`src/rtl/spi_pkg.sv`:
```
// rtl/spi_pkg.sv - shared types and constants for the SPI transaction sequencer
package spi_pkg;

   localparam int SPI_LEN_W = 8;
   localparam int SPI_DLY_W = 4;

   // Sent on MOSI during read transactions; TX stream is not consumed
   localparam logic [7:0] SPI_DUMMY_BYTE = 8'hFF;

   typedef enum logic [2:0] {
      IDLE  = 3'd0,
      SETUP = 3'd1,
      LOAD  = 3'd2,
      XFER  = 3'd3,
      HOLD  = 3'd4,
      GAP   = 3'd5
   } xfer_state_e;

endpackage

```
`src/rtl/spi_xfer_ctrl.sv`:
```
// rtl/spi_xfer_ctrl.sv - multi-byte SPI transaction sequencer with chip-select timing
module spi_xfer_ctrl
   import spi_pkg::*;
#(
   parameter int LEN_W = SPI_LEN_W,
   parameter int DLY_W = SPI_DLY_W
) (
   input  logic             clk_i,
   input  logic             rst_ni,
   input  logic             start_i,
   input  logic             abort_i,
   input  logic [LEN_W-1:0] len_i,
   input  logic             read_i,
   input  logic [DLY_W-1:0] cs_setup_i,
   input  logic [DLY_W-1:0] cs_hold_i,
   input  logic [DLY_W-1:0] cs_gap_i,
   input  logic [7:0]       tx_data_i,
   input  logic             tx_valid_i,
   output logic             tx_ready_o,
   output logic [7:0]       rx_data_o,
   output logic             rx_valid_o,
   output logic             busy_o,
   output logic             done_o,
   output logic             aborted_o,
   output logic             ss_n_o,
   output logic             byte_start_o,
   output logic [7:0]       byte_data_o,
   output logic             byte_read_o,
   input  logic             byte_ready_i,
   input  logic             byte_valid_i,
   input  logic [7:0]       byte_data_i
);

   xfer_state_e      r_state;
   logic [LEN_W-1:0] r_len_cnt;
   logic [DLY_W-1:0] r_dly_cnt;
   logic [DLY_W-1:0] r_hold;
   logic [DLY_W-1:0] r_gap;
   logic             r_read;
   logic             r_abort;
   logic [7:0]       r_rx_data;
   logic             r_rx_valid;
   logic             r_busy;
   logic             r_done;
   logic             r_aborted;
   logic             r_ss_n;
   logic             r_byte_start;
   logic [7:0]       r_byte_data;

   logic             w_dly_last;
   logic             w_launch;
   logic             w_last_byte;

   // A delay of 0 or 1 both spend exactly one cycle in the timed state
   assign w_dly_last  = (r_dly_cnt == '0) || (r_dly_cnt == DLY_W'(1));
   assign w_last_byte = (r_len_cnt == '0);

   // Abort wins over a launch so no TX byte is consumed that would never be sent
   assign w_launch   = (r_state == LOAD) && !abort_i && byte_ready_i && (r_read || tx_valid_i);
   assign tx_ready_o = (r_state == LOAD) && !abort_i && !r_read && byte_ready_i;

   assign rx_data_o    = r_rx_data;
   assign rx_valid_o   = r_rx_valid;
   assign busy_o       = r_busy;
   assign done_o       = r_done;
   assign aborted_o    = r_aborted;
   assign ss_n_o       = r_ss_n;
   assign byte_start_o = r_byte_start;
   assign byte_data_o  = r_byte_data;
   assign byte_read_o  = r_read;

   // Transaction FSM: chip-select timing, byte launch/collect and registered outputs
   always_ff @(posedge clk_i or negedge rst_ni) begin
      if (!rst_ni) begin
         r_state      <= IDLE;
         r_len_cnt    <= '0;
         r_dly_cnt    <= '0;
         r_hold       <= '0;
         r_gap        <= '0;
         r_read       <= 1'b0;
         r_abort      <= 1'b0;
         r_rx_data    <= '0;
         r_rx_valid   <= 1'b0;
         r_busy       <= 1'b0;
         r_done       <= 1'b0;
         r_aborted    <= 1'b0;
         r_ss_n       <= 1'b1;
         r_byte_start <= 1'b0;
         r_byte_data  <= '0;
      end else begin
         r_byte_start <= 1'b0;
         r_rx_valid   <= 1'b0;
         r_done       <= 1'b0;
         r_aborted    <= 1'b0;

         case (r_state)
            IDLE: begin
               r_abort <= 1'b0;
               // The done cycle itself still reads as IDLE; a new start waits one more cycle
               if (start_i && !r_done) begin
                  r_len_cnt <= len_i;
                  r_read    <= read_i;
                  r_dly_cnt <= cs_setup_i;
                  r_hold    <= cs_hold_i;
                  r_gap     <= cs_gap_i;
                  r_busy    <= 1'b1;
                  r_ss_n    <= 1'b0;
                  r_state   <= SETUP;
               end
            end

            SETUP: begin
               if (abort_i) begin
                  r_abort   <= 1'b1;
                  r_dly_cnt <= r_hold;
                  r_state   <= HOLD;
               end else if (w_dly_last) begin
                  r_state <= LOAD;
               end else begin
                  r_dly_cnt <= r_dly_cnt - DLY_W'(1);
               end
            end

            LOAD: begin
               if (abort_i) begin
                  r_abort   <= 1'b1;
                  r_dly_cnt <= r_hold;
                  r_state   <= HOLD;
               end else if (w_launch) begin
                  r_byte_data  <= r_read ? SPI_DUMMY_BYTE : tx_data_i;
                  r_byte_start <= 1'b1;
                  r_state      <= XFER;
               end
            end

            XFER: begin
               // The engine cannot be cut mid-byte, so abort here is only remembered
               if (abort_i) begin
                  r_abort <= 1'b1;
               end
               if (byte_valid_i) begin
                  r_rx_data  <= byte_data_i;
                  r_rx_valid <= 1'b1;
                  if (w_last_byte || r_abort || abort_i) begin
                     r_dly_cnt <= r_hold;
                     r_state   <= HOLD;
                  end else begin
                     r_len_cnt <= r_len_cnt - LEN_W'(1);
                     r_state   <= LOAD;
                  end
               end
            end

            HOLD: begin
               if (w_dly_last) begin
                  r_ss_n    <= 1'b1;
                  r_dly_cnt <= r_gap;
                  r_state   <= GAP;
               end else begin
                  r_dly_cnt <= r_dly_cnt - DLY_W'(1);
               end
            end

            GAP: begin
               if (w_dly_last) begin
                  r_done    <= 1'b1;
                  r_aborted <= r_abort;
                  r_busy    <= 1'b0;
                  r_state   <= IDLE;
               end else begin
                  r_dly_cnt <= r_dly_cnt - DLY_W'(1);
               end
            end

            default: begin
               r_state <= IDLE;
            end
         endcase
      end
   end

endmodule
```
`config.mk`:
```
export PLATFORM = sky130hd
export DESIGN_NAME = spi_xfer_ctrl
export DESIGN_NICKNAME = d
export VERILOG_FILES = /design/src/rtl/spi_pkg.sv /design/src/rtl/spi_xfer_ctrl.sv
export SDC_FILE = /design/constraint.sdc
export NUM_CORES = 1
export LEC_CHECK = 0
export BUFFER_PORTS_ARGS = -buffer_cell sky130_fd_sc_hd__buf_2
export CELL_PAD_IN_SITES_DETAIL_PLACEMENT = 0
export CELL_PAD_IN_SITES_GLOBAL_PLACEMENT = 1
export CORE_MARGIN = 1
export CORE_UTILIZATION = 27
export CTS_BUF_LIST = sky130_fd_sc_hd__clkbuf_4
export DETAILED_ROUTE_END_ITERATION = 12
export PLACE_DENSITY_LB_ADDON = 0.3
export SLEW_MARGIN = 20
export SYNTH_ARGS = -nofsm -noshare
export SYNTH_HDL_FRONTEND = slang
export SYNTH_SLANG_ARGS = --single-unit
```
`constraint.sdc`:
```
create_clock -name clk_i -period 2.51 [get_ports clk_i]
set_input_delay 0.502 -clock clk_i [delete_from_list [all_inputs] [get_ports clk_i]]
set_output_delay 0.502 -clock clk_i [all_outputs]
set_load 0.1 [all_outputs]
```
After elaboration in Yosys (flattened, before gate mapping). Cells that the tools add are included.

Register bits: 47. Bits in latches: 0. Bits in writable memories: 0. ROM bits: 0. Output and inout bits: 24. Memories: 0.

Add/sub/neg operators: 2. Multiply operators: 0. Divide/modulo/power cells: 0. $lt $le $gt $ge: 0. Eq/ne operators: 16. Shifts and indexed selects: 0. Multiplexer cells: 40. Bitwise operators: 1. Reduce and logical (&&, ||, !) cells: 31.

Operators by type and width (count): $mux 8 (4); $mux 4 (7); $mux 3 (9); $pmux 4 s6 (1); $pmux 3 s6 (1); $pmux 8 s2 (1); $mux 1 (14); $ne 2x2->1 const B (7); $reduce_and 3->1 (3); $logic_not 8->1 (1); $reduce_bool 2->1 (4); $sub 8x1->8 const B (1); $eq 3x2->1 const B (2); $eq 3x3->1 const B (2); $logic_and 1x1->1 (6); $ne 3x3->1 const B (2); $pmux 1 s2 (3); $reduce_and 2->1 (3); $reduce_and 6->1 (1); $reduce_bool 6->1 (1); $reduce_and 5->1 (1); $eq 4x1->1 const B (1); $logic_not 4->1 (1); $logic_or 1x1->1 (4); 8 further kinds (10).

Depth between registers and ports, before layout. Gate-level depths: netlist of run 1.

Depth after elaboration: 7. Mapped depth: 8.

Worst setup path before layout of run 1. Ideal clock, no wire load.

Kind: register to output. Start point: reg r_read (netlist: byte_read_o). End point: out tx_ready_o. Arrival time: 3.275 ns. Required time: 2.008 ns. Setup slack: -1.267 ns. Cell stages (with the launch flop): 3. Path buffers: 1. Path through: dfrtp_1 > clkbuf_1 > nor3b_1.

Longest elaborated chain between the ends: 3.

RTL lines: start, declared (RTL line spi_xfer_ctrl.sv:39) `logic r_read;`; start signal, assigned (RTL line spi_xfer_ctrl.sv:102) `r_read <= read_i;`; $logic_not 1->1 (RTL line spi_xfer_ctrl.sv:60) `assign tx_ready_o = (r_state == LOAD) && !abort_i && !r_read && byte_ready_i;`; $logic_and 1x1->1 (2 in series) (RTL line spi_xfer_ctrl.sv:60); end, declared (RTL line spi_xfer_ctrl.sv:19) `output logic tx_ready_o,`.

No other way between the ends.

Worst setup path in the final report of run 1.
Start point: reg r_state[2]. End point: out tx_ready_o.

Longest elaborated chain between the ends: 4.

RTL lines: start, declared (RTL line spi_xfer_ctrl.sv:34) `xfer_state_e r_state;`; start signal, assigned (RTL line spi_xfer_ctrl.sv:75) `r_state <= IDLE;`; start signal, assigned (RTL line spi_xfer_ctrl.sv:108) `r_state <= SETUP;`; start signal, assigned (RTL line spi_xfer_ctrl.sv:116) `r_state <= HOLD;`; $eq 3x2->1 (RTL line spi_xfer_ctrl.sv:60); $logic_and 1x1->1 (3 in series) (RTL line spi_xfer_ctrl.sv:60).

No other way between the ends.

==> summary.txt, run 1 <==
setup_tns - 0 ns
htree depth - 2
Die H - 97.1 um
sequential area share after synthesis - 48.2%
Yosys cell types - 49
layout cells sized above 1 - 36.3%
nets@finish - 364
Root Driver - clkbuf_4
Yosys reg bits - 47
# diodes - 0
Synth area leader - dfrtp_1
Syn Area/Cell - 10.0 sq um
Clock Skews - 0.00632 ns
GPL Wtd Cong - 0.791
Cell Area, Synth - 0.00244 sq mm
num rows - 34
I/O pins - 68
setup violators final - 0
Startpoint Class - flop
Slew headroom - 66.9%
clk buf depth - 2
antenna violations before repair - 0
PortBufs - 67
worst hold-check path type - in -> async
Area growth syn-to-layout - 22.5%
post-route ant nets - 0
Crit Path Class - reg -> out
required time worst endpoint - 2.01 ns
CTS resizes - 0
Final HPWL DP - 4490 um
Initial DRC Count - 84
DR WL/cell - 13.7 um
DR pass1 iterations - 4
area occupied by multi-input gates - 0.00115 sq mm
largest cells by area after synthesis - dfrtp_1, mux2_2, nor2_1
DR vias - 2076
outcome - completed
total track usage - 12.9%
max-slew violation count - 0
grt ovf - 0
Max Freq - 437 MHz
CTS Sinks - 47
Crit. End Element - output port
register-to-register setup slack - 0.52 ns
max_cap viols - 0
worst skew pair latency - 0.35 ns
Die Wd - 97.1 um
number of flops mapped to enable cells by yosys - 0
first-pass GRT wire length - 9830 um
critical path peak fanout - 9
top_reg_cell synth - dfrtp_1
largest net degree at the start of global routing - 19
Syn Nets - 292
CTS Buf Count - 5
period utilization - 91.1%
Worst Tran Pin Value - 0.500 ns
CTS tree - built
Hold Vio Cnt, Final - 0
Syn. warnings - 0
RSZ-0062 raised after global routing - false
Placeable Area - 0.00872 sq mm
Routed WL - 5830 um
Initial Util - 28.0%
storage element area - 0.00118 sq mm
vias in the first global route - 1911
Hold-fix buffers, CTS - 0
Clk pin slew, worst setup/hold paths - 0.13 ns
Critical Path AT - 1.79 ns
top-area cell type share of the netlist area - 47.1%
synthesized instance count - 244
asr flop ratio synth - 100%
setup bufs post-CTS - 0
die area - 0.00943 sq mm
DRC viols - 0
shortest period the worst path allows - 2.29 ns
Vias/cell - 4.88
fill cell count - 932
==> kinds of logic after synthesis <==
family	share of synthesized area [%]
compound gates	19.7
flops	48.2
fa+ha+maj	2.05
simple gates	15.7
mux	9.22
buf+inv	5.07
==> metrics by stage <==
step	std cells	instance area (sq um)	setup slack (ns)	utilization [%]	hold WS, ns
after floorplan	244	2450	0.0867	-	0.206
after global placement	417	2940	0.477	33.7	0.435
after detailed placement	417	2940	0.440	33.7	0.441
after CTS	425	2990	0.190	34.3	0.0294
after global routing	425	2990	0.0386	34.3	0.0378
final	425	2990	0.223	34.3	0.0368
==> registers in the layout (all words and copies together), names as in the netlist <==
name          flops
r_dly_cnt         4
byte_start_o      1
aborted_o         1
r_abort           1
rx_data_o         8
ss_n_o            1
r_gap             4
r_hold            4
r_len_cnt         8
rx_valid_o        1
byte_read_o       1
r_state           3
done_o            1
byte_data_o       8
busy_o            1
==> worst paths after layout <==
| kind | startpoint | endpoint | depth (start not counted) |
|---|---|---|---|
| worst min-delay path | rst_ni | r_len_cnt[3]$_DFFE_PN0P_ | 1 |
| worst min register to register | rx_data_o[7]$_DFFE_PN0P_ | rx_data_o[7]$_DFFE_PN0P_ | 1 |
| worst max register to register | r_dly_cnt[0]$_DFFE_PN0P_ | r_state[0]$_DFFE_PN0P_ | 8 |
| min in group clk_i | cs_gap_i[2] | r_gap[2]$_DFFE_PN0P_ | 2 |
| max in group asynchronous | rst_ni | ss_n_o$_DFFE_PN1P_ | 2 |
| worst max-delay path | r_state[2]$_DFFE_PN0P_ | tx_ready_o | 4 |
==> critical path: stages, from the launching register on <==
cell and delay, ns:
dfrtp_1 0.53, nor2_1 0.19, nand3b_1 0.22, nor3b_4 0.28, buf_12 0.20
==> cell usage after synthesis (2+ instances only) <==
cell / instances
dfrtp_1: 46
nor2_1: 35
a21oi_1: 22
mux2_2: 20
o21ai_0: 17
inv_1: 10
nand2_1: 8
nor3_1: 7
clkbuf_1: 5
o21ai_1: 5
a22oi_1: 4
buf_6: 4
ha_1: 4
a31oi_1: 3
buf_2: 3
nor2b_1: 3
o21a_1: 3
o22a_1: 3
o22ai_1: 3
a211oi_1: 2
nand2b_1: 2
nand3b_1: 2
nand4_1: 2
nor3b_1: 2
o221ai_1: 2
o31ai_1: 2
or2_1: 2
or3_1: 2
==> metal layers <==
metal | wire length [um] | track usage, %
met5 | 0 | 0
met4 | 27 | 2.76
met3 | 278 | 2.95
met2 | 2680 | 20.3
met1 | 2840 | 18.1
==> cells in the final DEF (no fill, tap or decap), types with 4 or more instances in the layout <==
cell,Yosys,final
o21ai_0,17,17
nor2_1,35,35
buf_2,3,66
o21ai_1,5,5
dfrtp_1,46,46
ha_1,4,4
clkbuf_4,0,6
a21oi_1,22,22
nor3_1,7,7
inv_1,10,10
nand2_1,8,8
buf_4,1,11
a22oi_1,4,4
mux2_2,20,20
==> area by class of cell <==
type | instances | share of cell area [%]
Inverter | 10 | 1.25
Clock buffer | 6 | 1.51
Tap cell | 108 | 4.52
Clock inverter | 2 | 0.418
Sequential cell | 47 | 39.3
Multi-Input combinational cell | 174 | 38.5
Timing Repair Buffer | 78 | 14.5
Power of run 1 is left out: the tool's default activity adds up to more than one toggle a clock period on the data nets, which glitch-free logic cannot reach.
==> run 2: changes to the inputs <==
- CORE_UTILIZATION: 27 -> 30
- SETUP_SLACK_MARGIN: default -> 0.3
==> run 2 against run 1 <==
  * Highest routed layer unchanged
  * Count of clock-buffer cells in the layout shrank 1
  * Critical path depth did not move
  * Register-to-register slack better by 0.03 ns
  * Worst setup slack better by 0.22 ns
  * Final cell count unchanged
  * Final area is 2.5% higher
  * Hold slack gained 0.083 ns
==> summary.txt, run 2 (synthesized netlist as in run 1, its figures left out) <==
outcome - completed (unchanged)
htree depth - 2 (unchanged)
CTS Sinks - 47 (unchanged)
Die Wd - 92.2 um (was 97.1 um)
Worst Tran Pin Value - 0.587 ns (was 0.500 ns)
crit path from - r_state[2]$_DFFE_PN0P_ (unchanged)
switching share of power - 53.3%
RSZ-0062 raised after global routing - false (unchanged)
Crit. End Element - output port (unchanged)
Final HPWL DP - 4300 um (was 4490 um)
layout cells sized above 1 - 38.7% (was 36.3%)
Clock power frac - 10.2%
CTS Buf Count - 5 (unchanged)
Non-Filler Instances - 425 (unchanged)
antenna violations before repair - 0 (unchanged)
Comb power frac - 60.0%
DR vias - 2084 (was 2076)
shortest period the worst path allows - 2.07 ns (was 2.29 ns)
clk buf depth - 2 (unchanged)
Crit Path Class - reg -> out (unchanged)
DR WL/cell - 13.6 um (was 13.7 um)
most common library cell in the layout ignoring fill and taps - buf_2 (unchanged)
critical path peak fanout - 5 (was 9)
I/O pins - 68 (unchanged)
Clock Skews - 0.00479 ns (was 0.00632 ns)
setup_tns - 0 ns (unchanged)
Tot Pwr - 4.67 mW
PortBufs - 67 (unchanged)
Slew headroom - 60.9% (was 66.9%)
Initial Util - 31.3% (was 28.0%)
total track usage - 14.5% (was 12.9%)
Pwr Density - 1520 mW/mm^2
Register-to-Register Path Depth - 8 (unchanged)
period utilization - 82.5% (was 91.1%)
DRC viols - 0 (unchanged)
Clk pin slew, worst setup/hold paths - 0.14 ns (was 0.13 ns)
largest net degree at the start of global routing - 26 (was 19)
required time worst endpoint - 2.01 ns (about the same)
first-pass GRT wire length - 9600 um (was 9830 um)
CTS tree - built (unchanged)
Vias/cell - 4.90 (was 4.88)
Max Freq - 483 MHz (was 437 MHz)
Area growth syn-to-layout - 25.6% (was 22.5%)
DP Cell Count - 410 (was 417)
max-slew violation count - 0 (unchanged)
DR pass1 iterations - 6 (was 4)
Initial DRC Count - 92 (was 84)
Routed WL - 5760 um (was 5830 um)
Hold-fix buffers, CTS - 0 (unchanged)
Hold Vio Cnt, Final - 0 (unchanged)
# diodes - 0 (unchanged)
vias in the first global route - 2031 (was 1911)
most frequent cells in the layout - buf_2, dfrtp_1, nor2_1, a21oi_1, mux2_2 (unchanged)
post-route ant nets - 0 (unchanged)
worst hold-check path type - in -> async (unchanged)
Worst setup endpoint - tx_ready_o (unchanged)
GPL Wtd Cong - 0.748 (was 0.791)
die area - 0.00851 sq mm (was 0.00943 sq mm)
worst reg2reg endpoint - r_state[0]$_DFFE_PN0P_ (unchanged)
Die H - 92.2 um (was 97.1 um)
grt ovf - 0 (unchanged)
Worst R2R Start - r_dly_cnt[0]$_DFFE_PN0P_ (unchanged)
num rows - 32 (was 34)
Psw - 2.49 mW
Root Driver - clkbuf_4 (unchanged)
Max VDD drop - 0.969 mV
setup violators final - 0 (unchanged)
Placeable Area - 0.00781 sq mm (was 0.00872 sq mm)
Leakage - 1.44 nW
worst skew pair latency - 0.36 ns (was 0.35 ns)
Post-Route Utilization - 39.3% (was 34.3%)
Startpoint Class - flop (unchanged)
nets@finish - 370 (was 364)
internal power - 2.18 mW
Critical Path AT - 1.57 ns (was 1.79 ns)
Sequential Power Share - 29.9%
max_cap viols - 0 (unchanged)
register-to-register setup slack - 0.55 ns (was 0.52 ns)
## run 2: cell types whose count changed in the layout (fill, tap and decap cells not counted), sizes merged
cell and delta:
buf +6, clkbuf -1, bufinv +1, clkinv -1, inv +1
## run 2: repair_timing
action                     in CTS  in global routing
setup endpoints to repair       1                  1
resized for setup               2                  0
gates cloned                    0                  0
buffers inserted                1                  6
## run 2: layout make-up
type / instances / area (sq um)
Clock inverter: 3 / 46.3
Clock buffer: 5 / 37.5
Sequential cell: 47 / 1180
Multi-Input combinational cell: 174 / 1160
Timing Repair Buffer: 84 / 478
Inverter: 10 / 37.5
Fill cell: 805 / 4740
Tap cell: 102 / 128
## run 2: worst max-delay path, cell delays in order, from the launching register on
cell	delay (ns)
dfrtp_1	0.47
nor2_4	0.11
nand3b_1	0.17
nor3b_4	0.25
buf_12	0.20
## run 2: per-layer routing
layer	vias to the layer above	wire length, um	global-route usage (%)
li1	1035	-	-
met1	982	2830	19.9
met2	60	2610	22.9
met3	7	259	3.07
met4	0	63	4.17
met5	-	0	0
## run 2: power by group through the flow
stage / Clock (mW) / Sequential, mW / Combinational (mW)
2_1_floorplan: 0 / 2.41 / 1.26
3_3_place_gp: 0 / 1.45 / 2.71
3_5_place_dp: 0 / 1.44 / 2.72
4_1_cts: 0.492 / 1.43 / 2.72
5_1_grt: 0.520 / 1.45 / 3.03
6_report: 0.474 / 1.39 / 2.80
## run 2: per-stage QoR
stage	setup slack [ns]	hold slack [ns]	cell area, sq um
after global placement	0.457	0.484	2930
after CTS	0.324	0.144	3020
final	0.439	0.120	3070
after detailed placement	0.429	0.487	2930
after floorplan	0.237	0.206	2470
after global routing	0.307	0.137	3070
## run 2: how the worst min path moves through the flow
| stage | from | end | depth (start not counted) |
|---|---|---|---|
| after global routing | rst_ni | done_o$_DFF_PN0_ | 1 |
| after detailed placement | rx_data_o[3]$_DFFE_PN0P_ | rx_data_o[3]$_DFFE_PN0P_ | 1 |
| after global placement | rx_data_o[3]$_DFFE_PN0P_ | rx_data_o[3]$_DFFE_PN0P_ | 1 |
| after CTS | rst_ni | r_len_cnt[5]$_DFFE_PN0P_ | 1 |
| final | rst_ni | r_gap[2]$_DFFE_PN0P_ | 1 |
| after floorplan | rst_ni | aborted_o$_DFF_PN0_ | 0 |
Power figures use the tool's default switching activity.
